## config.mk

```make
export PLATFORM = sky130hd
export DESIGN_NAME = alu_sequencer
export DESIGN_NICKNAME = d
export VERILOG_FILES = /design/src/rtl/alu_sequencer.sv
export SDC_FILE = /design/constraint.sdc
export NUM_CORES = 1
export LEC_CHECK = 0
export CAP_MARGIN = 20
export CELL_PAD_IN_SITES_DETAIL_PLACEMENT = 1
export CELL_PAD_IN_SITES_GLOBAL_PLACEMENT = 1
export CORE_UTILIZATION = 18
export CTS_CLUSTER_DIAMETER = 150
export CTS_CLUSTER_SIZE = 24
export DETAILED_ROUTE_END_ITERATION = 7
export GPL_ROUTABILITY_DRIVEN = 1
export PLACE_DENSITY_LB_ADDON = 0.1
export SLEW_MARGIN = 20
export SYNTH_ARGS = -nofsm -noshare
export SYNTH_HDL_FRONTEND = slang
export SYNTH_SLANG_ARGS = --single-unit
export TNS_END_PERCENT = 50
```

## constraint.sdc

```tcl
create_clock -name clock -period 2.1 [get_ports clock]
set_clock_uncertainty 0.2 [all_clocks]
set_input_delay 0.21 -clock clock [delete_from_list [all_inputs] [get_ports clock]]
set_output_delay 0.21 -clock clock [all_outputs]
set_load 0.01 [all_outputs]
```

## src/rtl/alu_sequencer.sv

```systemverilog
// Hardwired fetch + three-operand ALU control sequencer for the single-bus Datapath.
// Optional single-step mode is enabled by defining SEQ_STEP_EN (adds the step port).
module alu_sequencer (
   input  logic        clock,
   input  logic        clear,
   input  logic        start,
   input  logic [31:0] ir,
`ifdef SEQ_STEP_EN
   input  logic        step,
`endif
   output logic        PCout,
   output logic        MARin,
   output logic        IncPC,
   output logic        PCin,
   output logic        Read,
   output logic        MDRin,
   output logic        MDRout,
   output logic        IRin,
   output logic        Yin,
   output logic        Zin,
   output logic        Zlowout,
   output logic        Zhighout,
   output logic        HIin,
   output logic        LOin,
   output logic [15:0] Rout,
   output logic [15:0] Rin,
   output logic [4:0]  opcode,
   output logic        busy,
   output logic        done
);

   localparam logic [4:0] MUL_OP = 5'b01111;
   localparam logic [4:0] DIV_OP = 5'b10000;
   localparam logic [4:0] NOP_OP = 5'b11010;

   typedef enum logic [2:0] {
      IDLE = 3'd0,
      T0   = 3'd1,
      T1   = 3'd2,
      T2   = 3'd3,
      T3   = 3'd4,
      T4   = 3'd5,
      T5   = 3'd6,
      T6   = 3'd7
   } state_t;

   state_t     state_q, state_d;
   logic [4:0] irOp;
   logic [3:0] irRa, irRb, irRc;
   logic       isNop, isLong, isFinal, advance;
   logic       unusedIrBits;

   assign irOp         = ir[31:27];
   assign irRa         = ir[26:23];
   assign irRb         = ir[22:19];
   assign irRc         = ir[18:15];
   assign unusedIrBits = ^ir[14:0];
   assign isNop        = (irOp == NOP_OP);
   assign isLong       = (irOp == MUL_OP) || (irOp == DIV_OP);

`ifdef SEQ_STEP_EN
   assign advance = step;
`else
   assign advance = 1'b1;
`endif

   function automatic logic [15:0] oneHot(input logic [3:0] idx);
      oneHot = 16'h0001 << idx;
   endfunction

   // The final state depends on the freshly loaded IR, so it is decoded from ir rather than stored.
   assign isFinal = ((state_q == T3) && isNop) ||
                    ((state_q == T5) && !isLong) ||
                    (state_q == T6);

   always_comb begin
      state_d = state_q;
      if (state_q == IDLE) begin
         if (start) state_d = T0;
      end else if (advance) begin
         if (isFinal) begin
            state_d = start ? T0 : IDLE;
         end else begin
            case (state_q)
               T0:      state_d = T1;
               T1:      state_d = T2;
               T2:      state_d = T3;
               T3:      state_d = T4;
               T4:      state_d = T5;
               T5:      state_d = T6;
               default: state_d = IDLE;
            endcase
         end
      end
   end

   always_ff @(posedge clock or posedge clear) begin
      if (clear) state_q <= IDLE;
      else       state_q <= state_d;
   end

   // Outputs are a pure decode of state and ir so that clear silences them without a clock edge.
   always_comb begin
      PCout    = 1'b0;
      MARin    = 1'b0;
      IncPC    = 1'b0;
      PCin     = 1'b0;
      Read     = 1'b0;
      MDRin    = 1'b0;
      MDRout   = 1'b0;
      IRin     = 1'b0;
      Yin      = 1'b0;
      Zin      = 1'b0;
      Zlowout  = 1'b0;
      Zhighout = 1'b0;
      HIin     = 1'b0;
      LOin     = 1'b0;
      Rout     = 16'h0000;
      Rin      = 16'h0000;
      opcode   = NOP_OP;
      busy     = (state_q != IDLE);
      done     = isFinal;
      case (state_q)
         T0: begin
            PCout = 1'b1;
            MARin = 1'b1;
            IncPC = 1'b1;
            Zin   = 1'b1;
         end
         T1: begin
            Zlowout = 1'b1;
            PCin    = 1'b1;
            Read    = 1'b1;
            MDRin   = 1'b1;
         end
         T2: begin
            MDRout = 1'b1;
            IRin   = 1'b1;
         end
         T3: begin
            if (!isNop) begin
               Rout = oneHot(irRb);
               Yin  = 1'b1;
            end
         end
         T4: begin
            Rout   = oneHot(irRc);
            opcode = irOp;
            Zin    = 1'b1;
         end
         T5: begin
            Zlowout = 1'b1;
            if (isLong) LOin = 1'b1;
            else        Rin  = oneHot(irRa);
         end
         T6: begin
            Zhighout = 1'b1;
            HIin     = 1'b1;
         end
         default: begin
         end
      endcase
   end

endmodule
```

======== Word-level counts from Yosys, hierarchy flattened ========
Cells that the tools add are included.
operators by class
  reductions and logical operators ........ 10
  muxes and demuxes ....................... 20
  shifts and indexed selects .............. 3
  equality and inequality tests ........... 11
operators by type and width
  operator                count
  $mux W16                3
  $shl A1 B4 Y16 const A  3
  $pmux W16 S2            1
  $pmux W3 S6             1
  $eq A3 B3 Y1 const B    4
  $mux W1                 11
  $eq A5 B5 Y1 const B    2
  $mux W3                 3
  $eq A3 B2 Y1 const B    2
  $eq A5 B4 Y1 const B    1
  $mux W5                 1
  $reduce_or A2 Y1        2
  $eq A3 B1 Y1 const B    1
  $logic_not A3 Y1        1
  $logic_or A1 B1 Y1      3
  $reduce_bool A3 Y1      1
  $logic_and A1 B1 Y1     2
  $ne A2 B2 Y1 const B    1
  $logic_not A1 Y1        1
storage, ports and cells
  output and inout bits ................... 53
  bits of input ports ..................... 35
  logic and storage cells ................. 45
  flip-flop bits (word level) ............. 3

======== Longest topological paths before layout ========
Gate-level depths: netlist of run 1.
  depth in word-level cells ............... 8
  gate-level depth with buffers ........... 5
  gate-level depth less buffers ........... 4

======== Worst setup path before layout of run 1 ========
No wires, ideal clock.
  path type ............................... register to output
  start ................................... register state_q[0]
  end ..................................... output Rin[10]
  stages on the path, launching flop included .. 6
  arrival time ............................ 1.552 ns
  slack ................................... 0.138 ns
  path buffers ............................ 1
  required time ........................... 1.690 ns
  cell sequence ........................... dfrtp_1 > nand2b_1 > inv_1 > nand2_1 > buf_6 > nor4_1
on the way
  word-level cells in the longest chain between the ends .. 2
RTL lines
  what                      line  text
  start: declaration        47    state_t state_q, state_d;
  start signal: assignment  99    else state_q <= state_d;
  $eq A3 B3 Y1              123   case (state_q)
  $mux W16                  123
  end: declaration          26    output logic [15:0] Rin,
Every way passes these cells.

======== Final worst setup path of run 1 ========
  start ................................... register state_q[1]
  end ..................................... output Rout[7]
on the way
  word-level cells in the longest chain between the ends .. 2
  elaborated cells on any way between the ends .. 3
  those cells by class .................... eq/ne (2); mux (1)
RTL lines
  what              line  text
  $eq A3 B3 Y1      123
  $pmux W16 S2 (*)  123
  end: declaration  25    output logic [15:0] Rout,
Mark *: on every way between the ends. The rest lies on a longest branch, timed or not.

==> metrics.txt, run 1 <==
CP Class register to output pin; Leak Pwr 0.902 nW; initial antenna violation count 0; register area share after synthesis 8.90%; Worst Tran Pin Value 376 ps; Max FO, Critical Path 5; worst hold path type input pin to register; # port buffers 72; final hold slack 439 ps; Startpoint Class register; RSZ-0062 raised after global routing true; internal power approximately 0.00074 W; MaxCap Viol Count 0; Final min period 2110 ps; CTS tree built; Via-to-Cell Ratio 4.90; area of the mapped netlist 843 µm²; most common cell after layout, fill and taps aside buf_4; failing checks negative setup slack; Sequential Power Share 10.1%; H-tree depth 1; post-route cell area 0.00192 mm²; drt pass-1 iters 4; synth unique cells 32; max FFs per register 3; DR WL/cell 15.5 µm; layout cells sized above 1 55.1%; clock tree sinks 3; starting density of the core 19.1%; Arr. time, crit path 1700 ps; Clock Pin Slew Worst Setup and Hold Paths 30 ps; Area Overhead vs Synth 128%; cts bufs inserted 3; antenna diode count 0; Fin. Hold Viols 0; logic gate share of total power 77.6%; overall die area 0.00496 mm²; core footprint 0.00441 mm²; net switching power 0.000572 W; Period Utilization, post-route 100%; Crit. End Element output pin; number of remaining DRC errors 0; worst skew pair latency between 200 and 250 ps; most area-consuming cells after synthesis o32ai_1 (15%), dfrtp_1 (8.9%), nand2b_1 (7.4%), buf_4 (6.2%), or2_2 (5.9%); First DRT Iteration DRCs 56; commonest cells after routing, fill and taps aside buf_4 (37), buf_2 (29), clkdlybuf4s50_1 (17); Post-DRT Antenna Nets 0; GRT overflow 0; syn_nets 151; Setup WS pre-CTS -532 ps; status complete, but fails checks; synth warn 0; post-synth top area share 14.5%; PD cells 685 mW/mm²; largest reg by FF count state_q; die width 70.4 µm; Synth Area per Inst 7.27 µm²; gpl congestion 0.813; #FFs+latches synth 3; global-route wire length before repair 6860 µm; Total Routed Length about 4300 µm; biggest regs state_q: 3 flops; switching portion of total power 43.5%; Clock power frac 12.4%; Slew headroom 74.9%; CTS root buffer clkbuf_8; routed vias 1366; Boundary Pins 88; setup violators final 1; Fmax 0.475 GHz; filler instances 533; post-synthesis instance total 116; # rows 24; DPL Wire Length 3420 µm; Critical Path RT 1690 ps; Final nets 263; final worst setup slack -5.12 ps; GRT Overall Usage 16.9%; area leader, netlist o32ai_1; largest net degree at the start of global routing 18; Placed Area 0.00183 mm²; Peak supply drop 0.000210 V; final slew viol count 0; vias in the first global route 1412; chip height 70.4 µm; clk buf depth 2
[routing by layer]
metal	GRT usage (%)	wire [µm]	vias up
li1	-	-	661
met1	21.1	1900	640
met2	30.4	2120	59
met3	1.73	244	6
met4	4.44	68	0
met5	0	0	-
[timing repair]
item,CTS,global route
endpoints found under the hold margin,3,0
pin swaps,5,7
cloned,1,0
resized for setup,168,47
buffers inserted,6,3
setup endpoints to repair,53,37
hold buffers,1,0
[final cells by class]
cell class,count,area [µm²],area share (%)
Clock buffer,4,45.0,2.35
Tap cell,52,65.1,3.39
Inverter,8,30.0,1.56
Timing Repair Buffer,118,915,47.7
Sequential cell,3,77.6,4.04
Multi-Input combinational cell,94,787,41.0
[cell families after synthesis]
logic type      share of synthesized area (%)
buf+inv                                  14.2
flops                                    8.90
compound gates                           28.3
simple gates                             48.5
[worst paths after layout]
| path | start | slack (ps) | endpoint | cells past startpoint |
|---|---|---|---|---|
| worst max-delay path | state_q[1] | -5 | Rout[7] | 4 |
| worst min-delay path | ir[30] | 440 | state_q[2] | 4 |
| worst max register to register | state_q[2] | 570 | state_q[0] | 6 |
| worst min register to register | state_q[1] | 490 | state_q[0] | 3 |
| max in group asynchronous | clear | 1050 | state_q[0] | 3 |
| min in group asynchronous | clear | 510 | state_q[1] | 3 |
[power groups by stage]
stage | logic [W] | clock network, W | registers, W
final | 0.00102 | 0.000163 | 0.000133
after global routing | 0.00110 | 0.000170 | 0.000136
after CTS | 0.000994 | 0.000167 | 0.000126
after detailed placement | 0.00104 | 0 | 0.000125
after global placement | 0.00102 | 0 | 0.000122
after floorplan | 0.000470 | 0 | 0.000123
[critical path: stages (launching register included)]
cell and delay (ps):
dfrtp_2 430, nand3b_1 250, or3b_4 440, o32ai_1 160
buf_2 190
[per-stage QoR]
step	util (%)	cells	setup TNS (ps)	power, W
3_5_place_dp	41.4	264	-16530	0.00117
4_1_cts	41.9	276	-937	0.00129
6_report	43.5	279	-5.12	0.00132
5_1_grt	43.5	279	-306	0.00140
2_1_floorplan	-	116	0	0.000593
3_3_place_gp	41.4	264	-16110	0.00115
[synth_stat cells]
| cell | n |
|---|---|
| nor2_1 | 8 |
| o22ai_1 | 2 |
| nor3_1 | 4 |
| or3b_2 | 2 |
| nor4_1 | 6 |
| a221oi_2 | 1 |
| or3b_4 | 1 |
| clkbuf_1 | 1 |
| inv_1 | 7 |
| nand2b_1 | 10 |
| a211o_1 | 2 |
| dfrtp_1 | 3 |
| nand4_1 | 2 |
| and3_1 | 2 |
| nand2_1 | 13 |
| buf_6 | 3 |
| o32ai_1 | 14 |
| buf_4 | 7 |
| o311a_1 | 1 |
| nand3b_1 | 1 |
| nor4b_1 | 5 |
| and4b_2 | 1 |
| inv_2 | 1 |
| and2_2 | 1 |
| or3_1 | 3 |
| nand3_1 | 1 |
| o221ai_1 | 1 |
| or2_2 | 8 |
| a2bb2oi_2 | 1 |
| o211ai_4 | 1 |
| nor2b_1 | 2 |
| o32ai_2 | 1 |
Power figures use the tool's default switching activity.
==> inputs of run 2 (changes only) <==
--- a/config.mk
+++ b/config.mk
@@ -8,6 +8,7 @@
 export CAP_MARGIN = 20
 export CELL_PAD_IN_SITES_DETAIL_PLACEMENT = 1
 export CELL_PAD_IN_SITES_GLOBAL_PLACEMENT = 1
+export CORE_MARGIN = 2
 export CORE_UTILIZATION = 18
 export CTS_CLUSTER_DIAMETER = 150
 export CTS_CLUSTER_SIZE = 24
==> run 2 against run 1 <==
The run still ends with negative setup slack left. Worst setup slack gained 2.0 ps. Critical endpoint is now Rout[9]. Largest cell class unchanged. Core utilization grew 0.83 points. Via count shrank 2.8%.
==> metrics.txt, run 2 (same netlist as run 1, synthesis figures left out) <==
stages on the worst setup path 6 (+2); CP bufs+invs 3 (+2); Final nets 253 (-3.8%); # rows 24 (unchanged); PD cells 701 mW/mm² (+2.2%); setup tns final -3.07 ps (+2.05 ps); # port buffers 72 (unchanged); GRT overflow 0 (unchanged); CP Class register to output pin; Period Utilization, post-route 100% (about the same); total power 0.00138 W (+4.9%); CTS tree built; most common cell after layout, fill and taps aside buf_2; largest net degree at the start of global routing 18 (unchanged); Reg area 76.3 µm² (-1.6%); failing checks negative setup slack; biggest regs state_q: 3 flops; Fmax 0.475 GHz (about the same); Placed Area 0.00179 mm² (-2.2%); drt pass-1 iters 4 (unchanged); layout cells sized above 1 57.1% (+2.1 points); final hold slack 480 ps (+40.5 ps); max FFs per register 3 (unchanged); global-route wire length before repair 6680 µm (-2.6%); Slew headroom 75.5% (+0.58 points); worst hold path type input pin to register; Boundary Pins 88 (unchanged); DR WL/cell 16.1 µm (+3.7%); Via-to-Cell Ratio 4.94 (+0.83%); Clock Pin Slew Worst Setup and Hold Paths 30 ps (about the same); RSZ-0062 raised after global routing true; commonest cells after routing, fill and taps aside buf_2 (36), buf_4 (27), clkdlybuf4s50_1 (19); CP max stage delay 390 ps (-50 ps); number of remaining DRC errors 0 (unchanged); Total Routed Length 4330 µm (about the same); overall die area 0.00525 mm² (+5.8%); filler instances 567 (+6.4%); Crit. End Element output pin; Fin. Hold Viols 0 (unchanged); gpl congestion 0.786 (-3.3%); setup violators final 1 (unchanged); First DRT Iteration DRCs 30 (-46%); r2r worst-path depth 7 (+1); Area Overhead vs Synth 134%; Critical Path RT 1690 ps (about the same); Max FO, Critical Path 17 (+12); Startpoint Class register; clk buf depth 2 (unchanged); die width 72.4 µm (+2.8%); CTS root buffer clkbuf_8; vias in the first global route 1398 (-0.99%); crit-path cells buf_4, nor2_2, o211ai_4, buf_12, o32ai_2, buf_2; starting density of the core 19.0% (-0.13 points); Leak Pwr 0.898 nW (-0.44%); Peak supply drop 0.000260 V (+24%); Arr. time, crit path 1690 ps (about the same); final worst setup slack -3.07 ps (+2.05 ps); kind of cell adding the most delay to the critical path buffers and inverters; status complete, but fails checks; GRT Overall Usage 15.6% (-1.2 points); Final min period 2100 ps (-2.05 ps); H-tree depth 1 (unchanged); final slew viol count 0 (unchanged); initial antenna violation count 0 (unchanged); core footprint 0.00444 mm² (+0.68%); Post-DRT Antenna Nets 0 (unchanged); cts bufs inserted 3 (unchanged); largest reg by FF count state_q; worst skew pair latency 210 ps (about the same); Worst Tran Pin Value 367 ps (-8.72 ps); Multi-input gate area 875 µm² (+11%); hold depth 5 (+1); chip height 72.4 µm (+2.8%); routed vias 1328 (-2.8%); CP max-delay cell dfrtp_1; DPL Wire Length 3290 µm (-3.8%); antenna diode count 0 (unchanged); clock tree sinks 3 (unchanged); MaxCap Viol Count 0 (unchanged); post-route cell area 0.00197 mm² (+2.6%)
==> run 2: cell count changes in the layout (fill, tap and decap cells not counted), sizes merged <==
cell / previous run / this run
clkbuf: 13 / 4
buf: 76 / 71
clkdlybuf4s50: 17 / 19
dlygate4sd2: 13 / 14
dlymetal6s2s: 1 / 2
==> run 2: per-layer routing <==
| layer | up-vias | global-route usage [%] | part of all wire, % |
|---|---|---|---|
| met5 | - | 0 | 0 |
| met4 | 0 | 5.76 | 1.1 |
| met3 | 4 | 0.833 | 3.8 |
| met2 | 44 | 29.0 | 54 |
| met1 | 637 | 18.9 | 42 |
| li1 | 643 | - | - |
==> run 2: power by group <==
part,total (W),switching (W),internal (W)
clock network,0.000164,0.0000352,0.000129
registers,0.000122,0.0000328,0.0000889
logic,0.00109,0.000527,0.000567
==> run 2: layout make-up <==
class | count | area share, %
Clock buffer | 4 | 2.29
Inverter | 8 | 1.52
Multi-Input combinational cell | 94 | 44.4
Sequential cell | 3 | 3.88
Tap cell | 52 | 3.30
Timing Repair Buffer | 108 | 44.6
==> run 2: worst paths after layout <==
check | from | endpoint | slack [ps]
worst max-delay path | state_q[1] | Rout[9] | -3
worst min-delay path | ir[27] | state_q[2] | 480
worst max register to register | state_q[1] | state_q[0] | 500
worst min register to register | state_q[2] | state_q[1] | 570
max in group asynchronous | clear | state_q[0] | 1030
min in group asynchronous | clear | state_q[2] | 530
==> run 2: through the flow <==
step	cells	utilization [%]	setup WS, ps
after CTS	266	40.2	-112
after global routing	269	44.3	-89.1
after detailed placement	257	40.2	-572
after global placement	257	40.2	-522
after floorplan	116	-	138
final	269	44.3	-3.07
==> run 2: worst min-delay path, cell delays in order <==
cell and delay [ps]:
buf_2 100, or3b_4 150, buf_4 120, o311a_1 160, a211o_1 110
==> run 2: repair_timing <==
action | 4_1_cts | 5_1_grt
setup endpoints to repair | 44 | 37
hold endpoints to repair | 3 | 0
resized for setup | 185 | 33
hold buffers | 1 | 0
cloned | 1 | 0
pin swaps | 6 | 11
buffers inserted | 4 | 3
==> inputs of run 3 (changes only) <==
--- a/config.mk
+++ b/config.mk
@@ -10,11 +10,14 @@
 export CELL_PAD_IN_SITES_GLOBAL_PLACEMENT = 1
 export CORE_MARGIN = 2
 export CORE_UTILIZATION = 18
+export CTS_BUF_LIST = sky130_fd_sc_hd__clkbuf_4
 export CTS_CLUSTER_DIAMETER = 150
 export CTS_CLUSTER_SIZE = 24
 export DETAILED_ROUTE_END_ITERATION = 7
 export GPL_ROUTABILITY_DRIVEN = 1
+export MAX_ROUTING_LAYER = met4
 export PLACE_DENSITY_LB_ADDON = 0.1
+export SETUP_SLACK_MARGIN = 0.02
 export SLEW_MARGIN = 20
 export SYNTH_ARGS = -nofsm -noshare
 export SYNTH_HDL_FRONTEND = slang
==> run 3 against run 2 <==
Register-to-register slack got worse by 80 ps. Sequential share of layout area hardly changed. Cell area shrank 0.51%. Worst setup slack got worse by 110 ps. Worst hold slack worse by 31 ps. Largest cell class is now multi-input combinational cells. The run still ends with negative setup slack left. Sequential power barely moved. Final cell count is 0.37% higher. Power decreased by 3.0%. Critical endpoint unchanged. Combinational power barely moved.
==> metrics.txt, run 3 (same netlist as run 1, synthesis figures left out) <==
status complete, but fails checks; worst hold path type input pin to register; met2 routed WL 2520 µm (+8.7%); chip height 72.4 µm (unchanged); clock tree sinks 3 (unchanged); layout cells sized above 1 58.3% (+1.1 points); RSZ-0062 raised after global routing true; Startpoint Class register; Worst Tran Pin Value 326 ps (-41.1 ps); routed vias 1335 (+0.53%); commonest cells after routing, fill and taps aside buf_2 (35), buf_4 (28), clkdlybuf4s50_1 (16), dlygate4sd2_1 (16), nand2_1 (13); Util after Layout 44.1% (-0.23 points); DPL Wire Length 3290 µm (unchanged); Area Overhead vs Synth 132%; max FFs per register 3 (unchanged); Boundary Pins 88 (unchanged); most common cell after layout, fill and taps aside buf_2; filler instances 562 (-0.88%); vias in the first global route 1404 (+0.43%); starting density of the core 19.0% (unchanged); Met3 Wirelength 155 µm (-6.1%); Total Routed Length 4410 µm (+1.9%); largest reg by FF count state_q; Via-to-Cell Ratio 4.94 (+0.15%); First DRT Iteration DRCs 24 (-20%); Clock Pin Slew Worst Setup and Hold Paths 40 ps (about the same); setup tns final -236 ps (-233 ps); FF-to-FF setup slack 420 ps (-80 ps); failing checks negative setup slack; clk buf depth 2 (unchanged); Slew headroom 78.3% (+2.7 points); routed length on met1 1710 µm (-4.7%); final slew viol count 0 (unchanged); die width 72.4 µm (unchanged); Post-DRT Antenna Nets 0 (unchanged); Period Utilization, post-route 105% (+5.1 points); worst skew pair latency 230 ps (+20 ps); Crit. End Element output pin; initial antenna violation count 0 (unchanged); Final min period 2210 ps (+107 ps); PD cells 683 mW/mm² (-2.5%); Fin. Hold Viols 0 (unchanged); largest net degree at the start of global routing 18 (unchanged); cts bufs inserted 3 (unchanged); Arr. time, crit path 1800 ps (+110 ps); gpl congestion 0.797 (+1.4%); antenna diode count 0 (unchanged); final worst setup slack -110 ps (-107 ps); drt pass-1 iters 4 (unchanged); Max FO, Critical Path 4 (-13); Fmax 0.452 GHz (-4.8%); Leak Pwr 0.915 nW (+1.9%); DR top layer met4; number of remaining DRC errors 0 (unchanged); GRT overflow 0 (unchanged); # rows 24 (unchanged); global-route wire length before repair 6760 µm (+1.2%); DR WL/cell 16.3 µm (+1.6%); setup violators final 4 (+3); CTS root buffer clkbuf_4; Peak supply drop 0.000242 V (-7.1%); MaxCap Viol Count 0 (unchanged); GRT Overall Usage 16.3% (+0.63 points); core footprint 0.00444 mm² (unchanged); H-tree depth 1 (unchanged); overall die area 0.00525 mm² (unchanged); CP Class register to output pin; Critical Path RT 1690 ps (about the same); Final nets 254 (+0.40%); CTS tree built; # port buffers 72 (unchanged); biggest regs state_q: 3 flops
==> run 3: cell count changes in the layout (fill, tap and decap cells not counted), moves of 2 or more <==
| cell | before | now |
|---|---|---|
| clkbuf_8 | 3 | 0 |
| clkbuf_4 | 0 | 4 |
| clkdlybuf4s50_1 | 19 | 16 |
| dlygate4sd2_1 | 14 | 16 |
| clkbuf_2 | 0 | 2 |
==> run 3: final timing paths <==
| kind | end | startpoint | cells past startpoint |
|---|---|---|---|
| max | Rout[9] | state_q[1] | 7 |
| min | state_q[2] | ir[27] | 5 |
| max reg2reg | state_q[2] | state_q[0] | 4 |
| min reg2reg | state_q[1] | state_q[2] | 3 |
| max in group asynchronous | state_q[0] | clear | 3 |
| min in group asynchronous | state_q[2] | clear | 3 |
==> run 3: final cells by class <==
class / count / area [µm²] / area share (%)
clock buffer: 4 / 30.0 / 1.53
sequential: 3 / 76.3 / 3.90
tap: 52 / 65.1 / 3.32
multi-input combinational: 94 / 882 / 45.0
timing repair buffer: 109 / 876 / 44.7
inverter: 8 / 30.0 / 1.53
==> run 3: where the power goes <==
part | internal (W) | switching [W]
sequential | 0.0000889 | 0.0000360
combinational | 0.000562 | 0.000541
clock | 0.0000839 | 0.0000274
total | 0.000735 | 0.000604
==> run 3: metrics by stage <==
step / cell area (µm²) / power, W / hold slack [ps] / std cells / setup slack (ps)
finish: 1960 / 0.00134 / 449 / 270 / -110
global route: 1960 / 0.00144 / 484 / 270 / -218
global placement: 1790 / 0.00115 / 182 / 257 / -522
floorplan: 843 / 0.000593 / -236 / 116 / 138
detailed placement: 1790 / 0.00117 / 193 / 257 / -572
CTS: 1840 / 0.00129 / 439 / 268 / -104
==> run 3: routing by layer <==
metal / track usage (%) / vias up
met3: 0.694 / 2
met5: - / -
met1: 18.6 / 646
met2: 31.0 / 42
met4: 3.91 / 0
li1: - / 645
==> run 3: what timing repair did <==
| item | in CTS | in global routing |
|---|---|---|
| pin swaps | 10 | 6 |
| hold buffers | 1 | 0 |
| endpoints found under the hold margin | 3 | 0 |
| setup buffers | 5 | 2 |
| cloned | 1 | 0 |
| setup endpoints to repair | 51 | 36 |
| gates resized for setup | 191 | 31 |
==> run 3: worst max-delay path, cell delays in order (launching register included) <==
cell and delay (ps):
dfrtp_1 390, buf_4 160, nand2b_1 180, inv_2 70, nand4_1 220, buf_4 240
o32ai_2 120, buf_2 190
